`config.mk`:
```
export PLATFORM = sky130hd
export DESIGN_NAME = mealy_table_fsm
export DESIGN_NICKNAME = d
export VERILOG_FILES = /design/src/rtl/mealy_table_fsm.sv
export SDC_FILE = /design/constraint.sdc
export NUM_CORES = 1
export LEC_CHECK = 0
export BUFFER_PORTS_ARGS = -buffer_cell sky130_fd_sc_hd__buf_2
export CORE_UTILIZATION = 55
export CTS_BUF_LIST = sky130_fd_sc_hd__clkbuf_8
export DETAILED_ROUTE_END_ITERATION = 12
export PLACE_DENSITY_LB_ADDON = 0.05
export SLEW_MARGIN = 20
export SYNTH_ARGS = -nofsm -noshare
export SYNTH_HDL_FRONTEND = slang
export SYNTH_SLANG_ARGS = --single-unit
```
`constraint.sdc`:
```
create_clock -name clk -period 2.25 [get_ports clk]
set_clock_uncertainty 0.2 [all_clocks]
set_input_delay 0.1125 -clock clk [delete_from_list [all_inputs] [get_ports clk]]
set_output_delay 0.1125 -clock clk [all_outputs]
set_load 0.02 [all_outputs]
```
`src/rtl/mealy_table_fsm.sv`:
```
// Table-driven Mealy FSM: a writable {next_state, out} table indexed by {state, in_data}.
// Optional macro MEALY_FSM_OUT_REG_EN registers out_data/out_valid (one-cycle latency).
module mealy_table_fsm #(
  parameter int STATE_W     = 2,
  parameter int IN_W        = 2,
  parameter int OUT_W       = 2,
  parameter int RESET_STATE = 0
) (
  input  logic                     clk,
  input  logic                     reset,
  input  logic                     cfg_we,
  input  logic [STATE_W+IN_W-1:0]  cfg_addr,
  input  logic [STATE_W+OUT_W-1:0] cfg_data,
  input  logic                     run,
  input  logic                     restart,
  input  logic                     in_valid,
  input  logic [IN_W-1:0]          in_data,
  output logic                     in_ready,
  output logic                     out_valid,
  output logic [OUT_W-1:0]         out_data,
  output logic [STATE_W-1:0]       state,
  output logic [15:0]              step_count
);

  localparam int ADDR_W = STATE_W + IN_W;
  localparam int DEPTH  = 1 << ADDR_W;

  typedef struct packed {
    logic [STATE_W-1:0] next_state;
    logic [OUT_W-1:0]   out;
  } entry_t;

  entry_t table_q [DEPTH];
  entry_t lookup;
  logic   step;

  // Restart and table writes both steal the cycle from stepping.
  assign in_ready = run & ~cfg_we & ~restart;
  assign step     = in_valid & in_ready;
  assign lookup   = table_q[{state, in_data}];

  // NOTE: the table is flops, not RAM, so every entry can be cleared by reset.
  always_ff @(posedge clk or posedge reset) begin
    if (reset) begin
      for (int i = 0; i < DEPTH; i++) table_q[i] <= '0;
    end else if (cfg_we) begin
      table_q[cfg_addr] <= entry_t'(cfg_data);
    end
  end

  // NOTE: sequential state uses non-blocking assignments so every flop samples pre-edge values.
  always_ff @(posedge clk or posedge reset) begin
    if (reset) begin
      state      <= STATE_W'(RESET_STATE);
      step_count <= '0;
    end else if (restart) begin
      state      <= STATE_W'(RESET_STATE);
      step_count <= '0;
    end else if (step) begin
      state <= lookup.next_state;
      if (step_count != 16'hFFFF) step_count <= step_count + 16'd1;
    end
  end

`ifdef MEALY_FSM_OUT_REG_EN
  always_ff @(posedge clk or posedge reset) begin
    if (reset) begin
      out_valid <= 1'b0;
      out_data  <= '0;
    end else if (step) begin
      out_valid <= 1'b1;
      out_data  <= lookup.out;
    end else begin
      out_valid <= 1'b0;
    end
  end
`else
  assign out_valid = step;
  assign out_data  = lookup.out;
`endif

endmodule
```
==> After elaboration in Yosys (flattened, before gate mapping) <==
Cells that the tools add are included.
{ "word_totals": {"ff_bits": 82, "input_bits": 16, "output_inout_bits": 22} }
{ "classes": {"n_addsub": 1, "order_cmp": 3, "n_eq_ne": 1, "muxes": 11, "n_bitwise": 7, "reduce_logical": 4} }
{ "ops": {"columns": ["cell", "count"], "rows": [
  ["bitwise mux 64 bit", 1],
  ["2-to-1 mux 16 bit", 3],
  ["adder 16 x 1 -> 16 bit, second input constant", 1],
  ["binary-select mux 4 bit (select 4 bit)", 1],
  ["demux 4 bit (select 4 bit)", 1],
  ["!= test 16 bit, second input constant", 1],
  ["2-to-1 mux 4 bit", 3],
  ["greater-or-equal comparator 5 bit, second input constant", 2],
  ["inverter 4 -> 5 bit", 2],
  ["less-than comparator 5 x 1 -> 1 bit, second input constant", 1],
  ["2-to-1 mux 2 bit", 2],
  ["nonzero test 2 bit", 2],
  ["bitwise AND 1 bit", 3],
  ["inverter 1 bit", 2],
  ["AND reduction 2 bit", 1],
  ["logical AND 1 bit", 1]
]} }

==> Logic depth before layout (Yosys ltp) <==
Gate-level depths: netlist of the first run.
{ "depth": {"word_depth": 6, "ltp_mapped": 7, "ltp_nobuf": 6} }

==> Worst setup path after synthesis of the first run <==
Ideal clock, no wire load.
{ "synth_timing": {"kind": "register to register", "from": "register step_count[0]", "to": "register step_count[4]", "setup_time_ns": 0.132, "arrival_ns": 1.762, "t_required_ns": 1.918, "path_slack_ns": 0.156, "stages_incl_launch_ff": 8, "path_buffers": 1, "cell_sequence": "dfrtp_1 ha_1 and3_2 and4_1 buf_4 a211oi_1 xnor2_1 nor2_1"} }
{ "synth_via": {"elab_chain_len": 4} }
{ "synth_rtl": {"columns": ["element", "line", "source"], "rows": [
  ["start: declaration", "22", "output logic [15:0] step_count"],
  ["start signal: assignment", "61", "if (step_count != 16'hFFFF) step_count <= step_count + 16'd1;"],
  ["adder 16 x 1 -> 16 bit", "61", null],
  ["2-to-1 mux 16 bit", "61", null],
  ["2-to-1 mux 16 bit", "59", "end else if (step) begin"],
  ["2-to-1 mux 16 bit", "56", "end else if (restart) begin"]
]} }
Several ways; a longest one is shown, not always the timed one. The select of a mux whose other input is x is not followed.
A chain may end at the register's enable or synchronous reset.

==> Worst setup path in the final report of the first run <==
{ "layout_timing": {"from": "register table_q[49] (netlist name)", "to": "output out_data[1]"} }
{ "layout_via": {"elab_chain_len": 3} }
{ "layout_rtl": {"columns": ["element", "line", "source"], "rows": [
  ["start: declaration", "33", "entry_t table_q [DEPTH];"],
  ["start signal: indexed assignment", "47", "table_q[cfg_addr] <= entry_t'(cfg_data);"],
  ["binary-select mux 4 bit (select 4 bit)", "40", "assign lookup = table_q[{state, in_data}];"],
  ["2-to-1 mux 4 bit (implied by the code) (2 in a row)", "40", null],
  ["end: declaration", "20", "output logic [OUT_W-1:0] out_data,"]
]} }
No other way between the ends. The select of a mux whose other input is x is not followed.

==> metrics.md, run 1 <==
| Metric | Value |
|---|---|
| Register bit total from synthesis | 82 |
| Clock transition at path regs | 80 ps |
| Num Clock Sinks | just over 80 |
| Origin of the worst setup path | table_q[49] |
| R2R Path Start | step_count[0] |
| WP data required | between 1500 and 2000 ps |
| CP arrival | around 1800 ps |
| Setup TNS | 0 ps |
| Pwr dens | ~790 nW/um^2 |
| Max Fclk | 464 MHz |
| Skew-Pair Late Insertion Delay | between 300 and 400 ps |
| Setup violations, final | 0 |
| All-Layer GR Usage | 24.3% |
| Post-DRT Antenna Nets | 0 |
| Gp weighted congestion | 0.843 |
| Residual DRC count | 0 |
| Hpwl dp | 5760 um |
| DR vias/cell | between 5 and 6 |
| Vias in the first global route | around 2600 |
| Setup crit start kind | register |
| Postcts setup bufs | 0 |
| Initial Utilization | between 50% and 60% |
| Critical path's slowest cell | mux4_2 |
| Initial antenna violation count | 0 |
| CTS root buffer | clkbuf_8 |
| H-tree depth | 3 |
| Critical R2R Capture | step_count[12] |
| Detailed Route Iter0 Violations | just under 200 |
| Mean area per synthesized cell | 13.7 um^2 |
| Fill cells | 565 |
| Setup CP Type | register to output pin |
| Core footprint | just under 7000 um^2 |
| First-pass detailed-route iteration total | 4 |
| Leakage | 0.00197 uW |
| Final period util | a little over nine tenths |
| Syn_nets | just over 300 |
| Hold Path Origin | cfg_data[3] |
| TritonCTS buffer count | 9 |
| Min Tclk post-route | 2150 ps |
| Final hold violations | 0 |
| WL/cell | between 15 and 20 um |
| Slowest stage delay, CP | roughly 470 ps |
| Worst-Margin Slew | 538 ps |
| Mapped Area | between 3000 and 4000 um^2 |
| Max Cap Violations | 0 |
| Hold Path Class | primary input to register |
| RSZ-0062 raised after global routing | false |
| Post-cts sizing count | 0 |
| Ports | 38 |
| Worst VDD drop | roughly 520 uV |
| Final WS setup | roughly 96 ps |
| End point of the critical path | out_data[1] |
| Cts hold-fix bufs | 1 |
| Unique masters post-synth | 43 |
| Die H | a little under 90 um |
| Worst R2R Setup Slack | roughly 150 ps |
| Max Root-Sink Buffers | 2 |
| Seq/Total Area, Yosys | about half |
| Crit-path max FO | 2 |
| Slew headroom | ~64% |
| FP Rows | 30 |
| DR vias | between 2000 and 3000 |
| Die Area | between 7000 and 8000 um^2 |
| Most frequent CP cell | mux4_2 |
| Total Wirelength | ~8000 um |
| Util after Layout | between 60% and 70% |
| Fin. max-slew vios | 0 |
| First-pass GRT wire length | 13400 um |
| Antenna fix cells | 0 |
| CTS tree | built |
| Yosys Warn Count | 0 |
| Synth-to-Final Area Change | 12.5% |
| Total grt overflow | 0 |
| Status | complete, no violations |
| R2R depth | 6 |
| Worst-path cell chain | mux4_2, mux4_2, buf_2 |
| Pre-CTS setup slack | around 160 ps |
| Crit. End Element | output pin |
| Nets | 350 |
| Die Wd | between 80 and 90 um |
| Mapped Cells | roughly 290 |
| IO buf count | 37 |
| Largest net degree at the start of global routing | 83 |
| Share of layout cells above drive strength 1 | ~45% |
-- worst max-delay path: cells and delay by family (launching register included) --
| kind | cells | cell delay [ps] |
|---|---|---|
| mux | 2 | 920 |
| flops | 1 | 400 |
| buf+inv | 1 | 180 |
-- cell usage after synthesis, drive strengths merged --
library cell	n	area [um^2]
o211ai	1	12.5
buf	6	50.0
a22o	1	8.76
a32oi	1	8.76
nor3	1	5.00
nand4	5	31.3
xor2	1	8.76
a21o	1	7.51
nor2	28	105
nand2	6	22.5
and3	3	20.0
nor2b	2	12.5
a2111oi	1	15.0
ha	1	12.5
xnor2	9	78.8
o22ai	1	6.26
a31oi	1	6.26
o2111ai	1	8.76
inv	3	11.3
and3b	1	8.76
mux4	18	405
mux2i	1	10.0
nand2b	2	12.5
nand3b	5	37.5
mux2	68	766
nand3	7	35.0
o21ai	3	15.0
clkbuf	11	41.3
and4	6	57.6
dfrtp	82	2050
a21oi	5	25.0
a211oi	4	42.5
nor3b	2	15.0
nor4b	1	15.0
or3	3	18.8
-- registers in the layout, summed over array words and instances (netlist names) --
| signal | flops |
|---|---|
| state | 2 |
| step_count | 16 |
| table_q | 64 |
-- power by group --
part	internal [uW]	total [uW]	leakage, uW	switching, uW
Combinational	381	615	0.000833	234
Sequential	1740	1890	0.00104	144
Clock	557	1040	0.000101	484
Total	2680	3540	0.00197	863
-- layout by cell type, fill, tap and decap left out, drive strengths merged, types with 2 or more instances in the layout --
master,instances
nand3b,5
nor3b,2
mux4,18
a211oi,4
nand4,5
nand3,7
inv,2
nor2b,2
and3,3
clkbuf,11
buf,46
clkinv,2
or3,3
dfrtp,82
nand2,6
o21ai,3
mux2,68
a21oi,5
nand2b,2
nor2,28
xnor2,9
and4,6
-- layer usage --
layer  vias to the layer above  GRT usage, %  wire length [um]
met5                         -             0                 0
met4                         0          10.4               164
met1                      1296          31.3              3550
met3                        13          6.16               454
li1                       1160             -                 -
met2                        59          39.4              3980
-- cells by family after synthesis --
family | Yosys count | share of synthesized area [%]
buffers and inverters | 20 | 2.57
DFF | 82 | 51.4
xor gates and xnor gates | 10 | 2.20
AOI/OAI and AO/OA | 20 | 3.92
muxes | 87 | 29.6
adders and majority gates | 1 | 0.314
and+or+nand+nor | 72 | 9.94
-- metrics by stage --
step	cell area [um^2]	total power [uW]	cells	hold WS [ps]
floorplan	3990	2350	292	64.2
global placement	4290	2510	417	66.8
detailed placement	4290	2530	417	70.5
CTS	4490	3580	432	33.8
global route	4490	3720	432	51.3
finish	4490	3540	432	40.0
-- layout make-up --
cell class                      instances  area [um^2]  area share, %
Sequential cell                        82         2050           45.7
Timing Repair Buffer                   47          275           6.13
Clock inverter                          3         40.0          0.892
Clock buffer                           11          151           3.37
Multi-Input combinational cell        190         1830           40.9
Tap cell                               96          120           2.68
Inverter                                3         15.0          0.335
-- worst min-delay path by stage --
stage | end | slack, ps | cells after the start
3_5_place_dp | step_count[15] | 70 | 3
5_1_grt | table_q[60] | 50 | 2
2_1_floorplan | table_q[16] | 60 | 1
3_3_place_gp | table_q[62] | 70 | 3
6_report | table_q[19] | 40 | 2
4_1_cts | table_q[44] | 30 | 2
(Power assumes the default switching activity.)
==> run 2: changes to the inputs <==
--- a/config.mk
+++ b/config.mk
@@ -5,11 +5,14 @@
 export SDC_FILE = /design/constraint.sdc
 export NUM_CORES = 1
 export LEC_CHECK = 0
+export ABC_AREA = 1
 export BUFFER_PORTS_ARGS = -buffer_cell sky130_fd_sc_hd__buf_2
-export CORE_UTILIZATION = 55
+export CORE_UTILIZATION = 56
 export CTS_BUF_LIST = sky130_fd_sc_hd__clkbuf_8
+export CTS_CLUSTER_SIZE = 20
 export DETAILED_ROUTE_END_ITERATION = 12
 export PLACE_DENSITY_LB_ADDON = 0.05
+export SKIP_CTS_REPAIR_TIMING = 1
 export SLEW_MARGIN = 20
 export SYNTH_ARGS = -nofsm -noshare
 export SYNTH_HDL_FRONTEND = slang
==> metrics.md, run 2 <==
| Metric | Value |
|---|---|
| Setup TNS | 0 ps (unchanged) |
| Commonest non-fill, non-tap cells in the layout | nand2_1, o21ai_0, dfrtp_1 |
| CP arrival | 2080 ps (+240 ps) |
| Largest reg by FF count | table_q |
| Largest net degree at the start of global routing | 83 (unchanged) |
| Top-count cell post-synth | nand2_1 |
| DR vias | 3856 (+53%) |
| Crit-path max FO | 15 (+13) |
| Setup crit start kind | register |
| Pre-CTS setup slack | 260 ps (+102 ps) |
| Synth top cells by count | nand2_1, o21ai_0, dfrtp_1 |
| H-tree depth | 3 (unchanged) |
| Fin. max-slew vios | 0 (unchanged) |
| Dominant cells by area after synthesis | dfrtp_1, nand2_1, o21ai_0, inv_1, nand3_1 |
| Ports | 38 (unchanged) |
| WP data required | 2300 ps (+360 ps) |
| Worst-Margin Slew | 561 ps (+23.0 ps) |
| Initial antenna violation count | 0 (unchanged) |
| Seq/Total Area, Yosys | 49.3% (-2.1 points) |
| Num Clock Sinks | 82 (unchanged) |
| Initial Utilization | 57.7% (about the same) |
| Detailed Route Iter0 Violations | 447 (+130%) |
| Unique masters post-synth | 24 (-44%) |
| Top Registers | table_q x64, step_count x16, state x2 |
| Setup CP Type | register to register |
| Pwr dens | 744 nW/um^2 (-5.8%) |
| TritonCTS buffer count | 9 (unchanged) |
| Area share of the largest cell type after synthesis | 49.3% (-2.1 points) |
| First-pass detailed-route iteration total | 5 (+1) |
| Total Wirelength | 10500 um (+28%) |
| All-Layer GR Usage | 28.8% (+4.5 points) |
| Worst-path cell chain | ha_1, nand3_1, nor2_4, nand3_2, nand2_2, buf_4, o21ai_0 |
| Die H | 88.2 um (+1.2%) |
| Worst VDD drop | 388 uV (-26%) |
| Async set-reset flop share out of synthesis | 100% (unchanged) |
| Total grt overflow | 0 (unchanged) |
| Max Cap Violations | 0 (unchanged) |
| Residual DRC count | 0 (unchanged) |
| Share of layout cells above drive strength 1 | 11.8% (-33 points) |
| Synth-to-Final Area Change | 14.0% |
| Final hold violations | 0 (unchanged) |
| Gp weighted congestion | 0.902 (+7.0%) |
| Nets | 621 (+77%) |
| Setup violations, final | 0 (unchanged) |
| GR peak layer | met1 |
| Hold Path Class | primary input to register |
| Max Root-Sink Buffers | 2 (unchanged) |
| Min Tclk post-route | 2030 ps (-121 ps) |
| Final WS setup | 217 ps (+121 ps) |
| CTS tree | built |
| Leakage | 0.00237 uW (+20%) |
| Mapped Area | 4160 um^2 (+4.4%) |
| Register bit total from synthesis | 82 (unchanged) |
| Slowest stage delay, CP | 470 ps (about the same) |
| Hpwl dp | 7050 um (+22%) |
| Max Fclk | 492 MHz (+6.0%) |
| Post-synth EDFFs | 0 (unchanged) |
| Yosys Warn Count | 0 (unchanged) |
| Slew headroom | 62.3% (-1.7 points) |
| Met2 Use GR | 40.0% (+0.63 points) |
| DR vias/cell | 5.45 (-6.9%) |
| RSZ-0062 raised after global routing | false |
| First-pass GRT wire length | 16700 um (+24%) |
| FP Rows | 31 (+3.3%) |
| Final period util | 90.3% (-5.4 points) |
| Commonest non-fill, non-tap cell in the layout | nand2_1 |
| Vias in the first global route | 3282 (+25%) |
| Die Area | 7780 um^2 (+2.4%) |
| Antenna fix cells | 0 (unchanged) |
| Commonest register cell after synthesis | dfrtp_1 |
| Critical path's slowest cell | dfrtp_1 |
| Mapped Cells | 557 (+91%) |
| Core footprint | 7210 um^2 (+4.5%) |
| Max reg flops | 64 (unchanged) |
| Clock transition at path regs | 90 ps (about the same) |
| Post-DRT Antenna Nets | 0 (unchanged) |
| Leading area contributor after synthesis | dfrtp_1 |
| Syn_nets | 574 (+86%) |
| Grt met1 use | 45.9% (+15 points) |
| Skew-Pair Late Insertion Delay | 360 ps (+20 ps) |
| Status | complete, no violations |
| CTS root buffer | clkbuf_8 |
| Crit. End Element | register |
| Die Wd | 88.2 um (+1.2%) |
| Mean area per synthesized cell | 7.47 um^2 (-45%) |
| Met3 Use GR | 4.20% (-2.0 points) |
| WL/cell | 14.8 um (-22%) |
| IO buf count | 37 (unchanged) |
==> run 2: changes by cell type in the layout (fill, tap and decap cells not counted), moves of 9 or more <==
cell,change
o21ai_0,+89
inv_1,+60
mux2_2,-66
mux4_2,-18
xnor2_1,-9
nand3_1,+38
nand2_1,+174
==> run 2: worst max-delay path, delay by kind of cell, from the launching register on <==
kind            cells  cell delay [ps]
flops               1              470
simple gates        4              710
buf+inv             1              210
fa+ha+maj           1              220
compound gates      1              100
==> run 2: logic make-up (layout without fill, tap and decap cells) <==
kind of cell             Yosys count  in the layout  synth area share, %
AO/OA/AOI/OAI                    109            109                 13.8
buffers and inverters             79            131                 7.54
AND/OR/NAND/NOR                  281            281                 28.0
flip-flops                        82             82                 49.3
XOR/XNOR                           5              5                 1.05
adder cells (fa/ha/maj)            1              1                0.301
==> run 2: routing by layer <==
layer	part of all wire, %	up-vias
li1	-	1878
met4	1.2	0
met3	6.5	11
met5	0	-
met1	49	1813
met2	44	154
==> run 2: path summary, 6_finish.rpt <==
kind / start / endpoint / slack [ps] / depth (start not counted)
max: step_count[0] / step_count[13] / 220 / 7
min: cfg_we / table_q[57] / 40 / 3
max reg2reg: step_count[0] / step_count[13] / 220 / 7
min reg2reg: table_q[21] / table_q[21] / 290 / 2
max in group asynchronous: reset / table_q[48] / 1280 / 4
min in group asynchronous: reset / table_q[17] / 190 / 4
==> run 2: power by group <==
part	switching (uW)	total, uW	internal, uW
Clock	539	1070	536
Sequential	131	1850	1720
Combinational	380	604	224
==> run 2: cell type report <==
| type | instances | area (um^2) |
|---|---|---|
| fillers | 680 | 2470 |
| inverters | 61 | 233 |
| well taps | 99 | 124 |
| clock buffers | 10 | 138 |
| multi-input cells | 396 | 1800 |
| repair buffers | 54 | 343 |
| clock inverters | 6 | 58.8 |
| flip-flops and latches | 82 | 2050 |
==> run 2: metrics by stage <==
| stage | total power [uW] | area (um^2) | hold WS (ps) | instances | util [%] |
|---|---|---|---|---|---|
| after floorplan | 2280 | 4170 | 33.5 | 557 | - |
| after global placement | 2440 | 4480 | 68.8 | 685 | 62.1 |
| after global routing | 3730 | 4740 | 69.1 | 708 | 65.8 |
| final | 3530 | 4740 | 39.1 | 708 | 65.8 |
| after CTS | 3540 | 4670 | -311 | 701 | 64.8 |
| after detailed placement | 2470 | 4480 | 70.0 | 685 | 62.1 |
==> run 3: changes to the inputs <==
--- a/config.mk
+++ b/config.mk
@@ -7,6 +7,7 @@
 export LEC_CHECK = 0
 export ABC_AREA = 1
 export BUFFER_PORTS_ARGS = -buffer_cell sky130_fd_sc_hd__buf_2
+export CORE_ASPECT_RATIO = 1.25
 export CORE_UTILIZATION = 56
 export CTS_BUF_LIST = sky130_fd_sc_hd__clkbuf_8
 export CTS_CLUSTER_SIZE = 20
==> metrics.md, run 3 (synthesis results as in run 2) <==
| Metric | Value |
|---|---|
| Fill cells | 622 (-8.5%) |
| Placed insts | 672 (-1.9%) |
| Register area | 2050 um^2 (unchanged) |
| WL/cell | 14.7 um (-0.49%) |
| All-Layer GR Usage | 28.4% (-0.33 points) |
| Commonest non-fill, non-tap cell in the layout | nand2_1 |
| Crit. End Element | output pin |
| Worst-path cell chain | inv_1, o211ai_1, nand3_1, nand2_1, buf_2 |
| First-pass GRT wire length | 16700 um (-0.37%) |
| Min Tclk post-route | 2130 ps (+96.9 ps) |
| DR vias | 3677 (-4.6%) |
| Slew headroom | 51.6% (-11 points) |
| Gp weighted congestion | 0.878 (-2.7%) |
| Post-DRT Antenna Nets | 0 (unchanged) |
| Hold Path Class | primary input to register |
| Leakage | 0.00236 uW (-0.57%) |
| First-pass detailed-route iteration total | 5 (unchanged) |
| Total grt overflow | 0 (unchanged) |
| Num Clock Sinks | 82 (unchanged) |
| Setup CP Type | register to output pin |
| Fin. max-slew vios | 0 (unchanged) |
| Commonest non-fill, non-tap cells in the layout | nand2_1, o21ai_0, dfrtp_1 |
| Status | complete, no violations |
| Die H | 98.4 um (+12%) |
| Antenna fix cells | 0 (unchanged) |
| WP data required | 1940 ps (-360 ps) |
| Vias in the first global route | 3495 (+6.5%) |
| Max reg flops | 64 (unchanged) |
| Nets | 617 (-0.64%) |
| Final WS setup | 120 ps (-96.9 ps) |
| Residual DRC count | 0 (unchanged) |
| Overall Power | 3640 uW (+3.1%) |
| Non-Filler Instances | 695 (-1.8%) |
| RSZ-0062 raised after global routing | false |
| CTS root buffer | clkbuf_8 |
| Setup violations, final | 0 (unchanged) |
| Synth-to-Final Area Change | 13.7% |
| R2R depth | 7 (unchanged) |
| Pwr dens | 769 nW/um^2 (+3.3%) |
| Max Root-Sink Buffers | 2 (unchanged) |
| DR vias/cell | 5.29 (-2.9%) |
| Largest net degree at the start of global routing | 83 (unchanged) |
| Initial antenna violation count | 0 (unchanged) |
| Final period util | 94.7% (+4.3 points) |
| Largest reg by FF count | table_q |
| Worst VDD drop | 453 uV (+17%) |
| Crit-path max FO | 11 (-4) |
| Top Registers | table_q x64, step_count x16, state x2 |
| Core footprint | 7060 um^2 (-2.1%) |
| H-tree depth | 3 (unchanged) |
| Initial Utilization | 58.9% (+1.2 points) |
| Pre-CTS setup slack | 169 ps (-90.9 ps) |
| Die Wd | 79.1 um (-10%) |
| Hpwl dp | 7080 um (+0.44%) |
| Final hold violations | 0 (unchanged) |
| Multi-input logic area | 1800 um^2 (unchanged) |
| FP Rows | 34 (+9.7%) |
| Share of layout cells above drive strength 1 | 11.6% (-0.25 points) |
| Min Hold Slack | 1.41 ps (-37.7 ps) |
| Max Cap Violations | 0 (unchanged) |
| IO buf count | 37 (unchanged) |
| CP arrival | 1820 ps (-260 ps) |
| Max Fclk | 470 MHz (-4.5%) |
| Detailed Route Iter0 Violations | 213 (-52%) |
| Ports | 38 (unchanged) |
| Skew-Pair Late Insertion Delay | 370 ps (about the same) |
| CTS tree | built |
| Worst Hold Path Cells | 4 (+1) |
| Setup TNS | 0 ps (unchanged) |
| Critical path's slowest cell | dfrtp_1 |
| Die Area | 7780 um^2 (about the same) |
| Worst-Margin Slew | 721 ps (+160 ps) |
| TritonCTS buffer count | 9 (unchanged) |
| Total Wirelength | 10200 um (-2.3%) |
| Clock transition at path regs | 80 ps (about the same) |
| Setup crit start kind | register |
| Slowest stage delay, CP | 620 ps (+150 ps) |
-- run 3: through the flow --
step                area [um^2]  util, %
floorplan                  4170        -
global placement           4440     62.8
detailed placement         4440     62.8
CTS                        4660     66.1
global route               4730     67.0
finish                     4730     67.0
-- run 3: report_power, final --
part	internal, uW	leakage [uW]	switching (uW)
logic	222	0.00119	367
registers	1720	0.00105	131
clock network	657	0.000112	543
total	2600	0.00236	1040
-- run 3: worst paths after layout --
path                               start              to  slack [ps]
max                             state[0]     out_data[1]         120
min                          cfg_addr[2]     table_q[25]           1
min reg2reg                  table_q[52]     table_q[52]         290
max reg2reg                step_count[0]  step_count[10]         180
max in group asynchronous          reset     table_q[56]        1280
min in group asynchronous          reset   step_count[0]         200
-- run 3: cell type report --
class / instances / share of cell area [%]
timing repair buffer: 50 / 6.61
clock buffer: 10 / 2.91
tap: 90 / 2.38
clock inverter: 6 / 1.90
inverter: 61 / 4.92
sequential: 82 / 43.3
multi-input combinational: 396 / 37.9
-- run 3: layer usage --
metal | track usage, % | share of wire [%] | up-vias | routed length, um
met5 | 0 | 0 | - | 0
met4 | 11.7 | 2.6 | 0 | 268
met3 | 6.64 | 4.4 | 27 | 451
met2 | 46.7 | 48 | 99 | 4910
met1 | 35.8 | 45 | 1677 | 4580
li1 | - | - | 1874 | -
-- run 3: critical path: cells and delay by family, from the launching register on --
kind	cells	cell delay (ps)
DFF	1	620
and+or+nand+nor	2	260
buffers and inverters	2	420
AOI/OAI and AO/OA	1	160
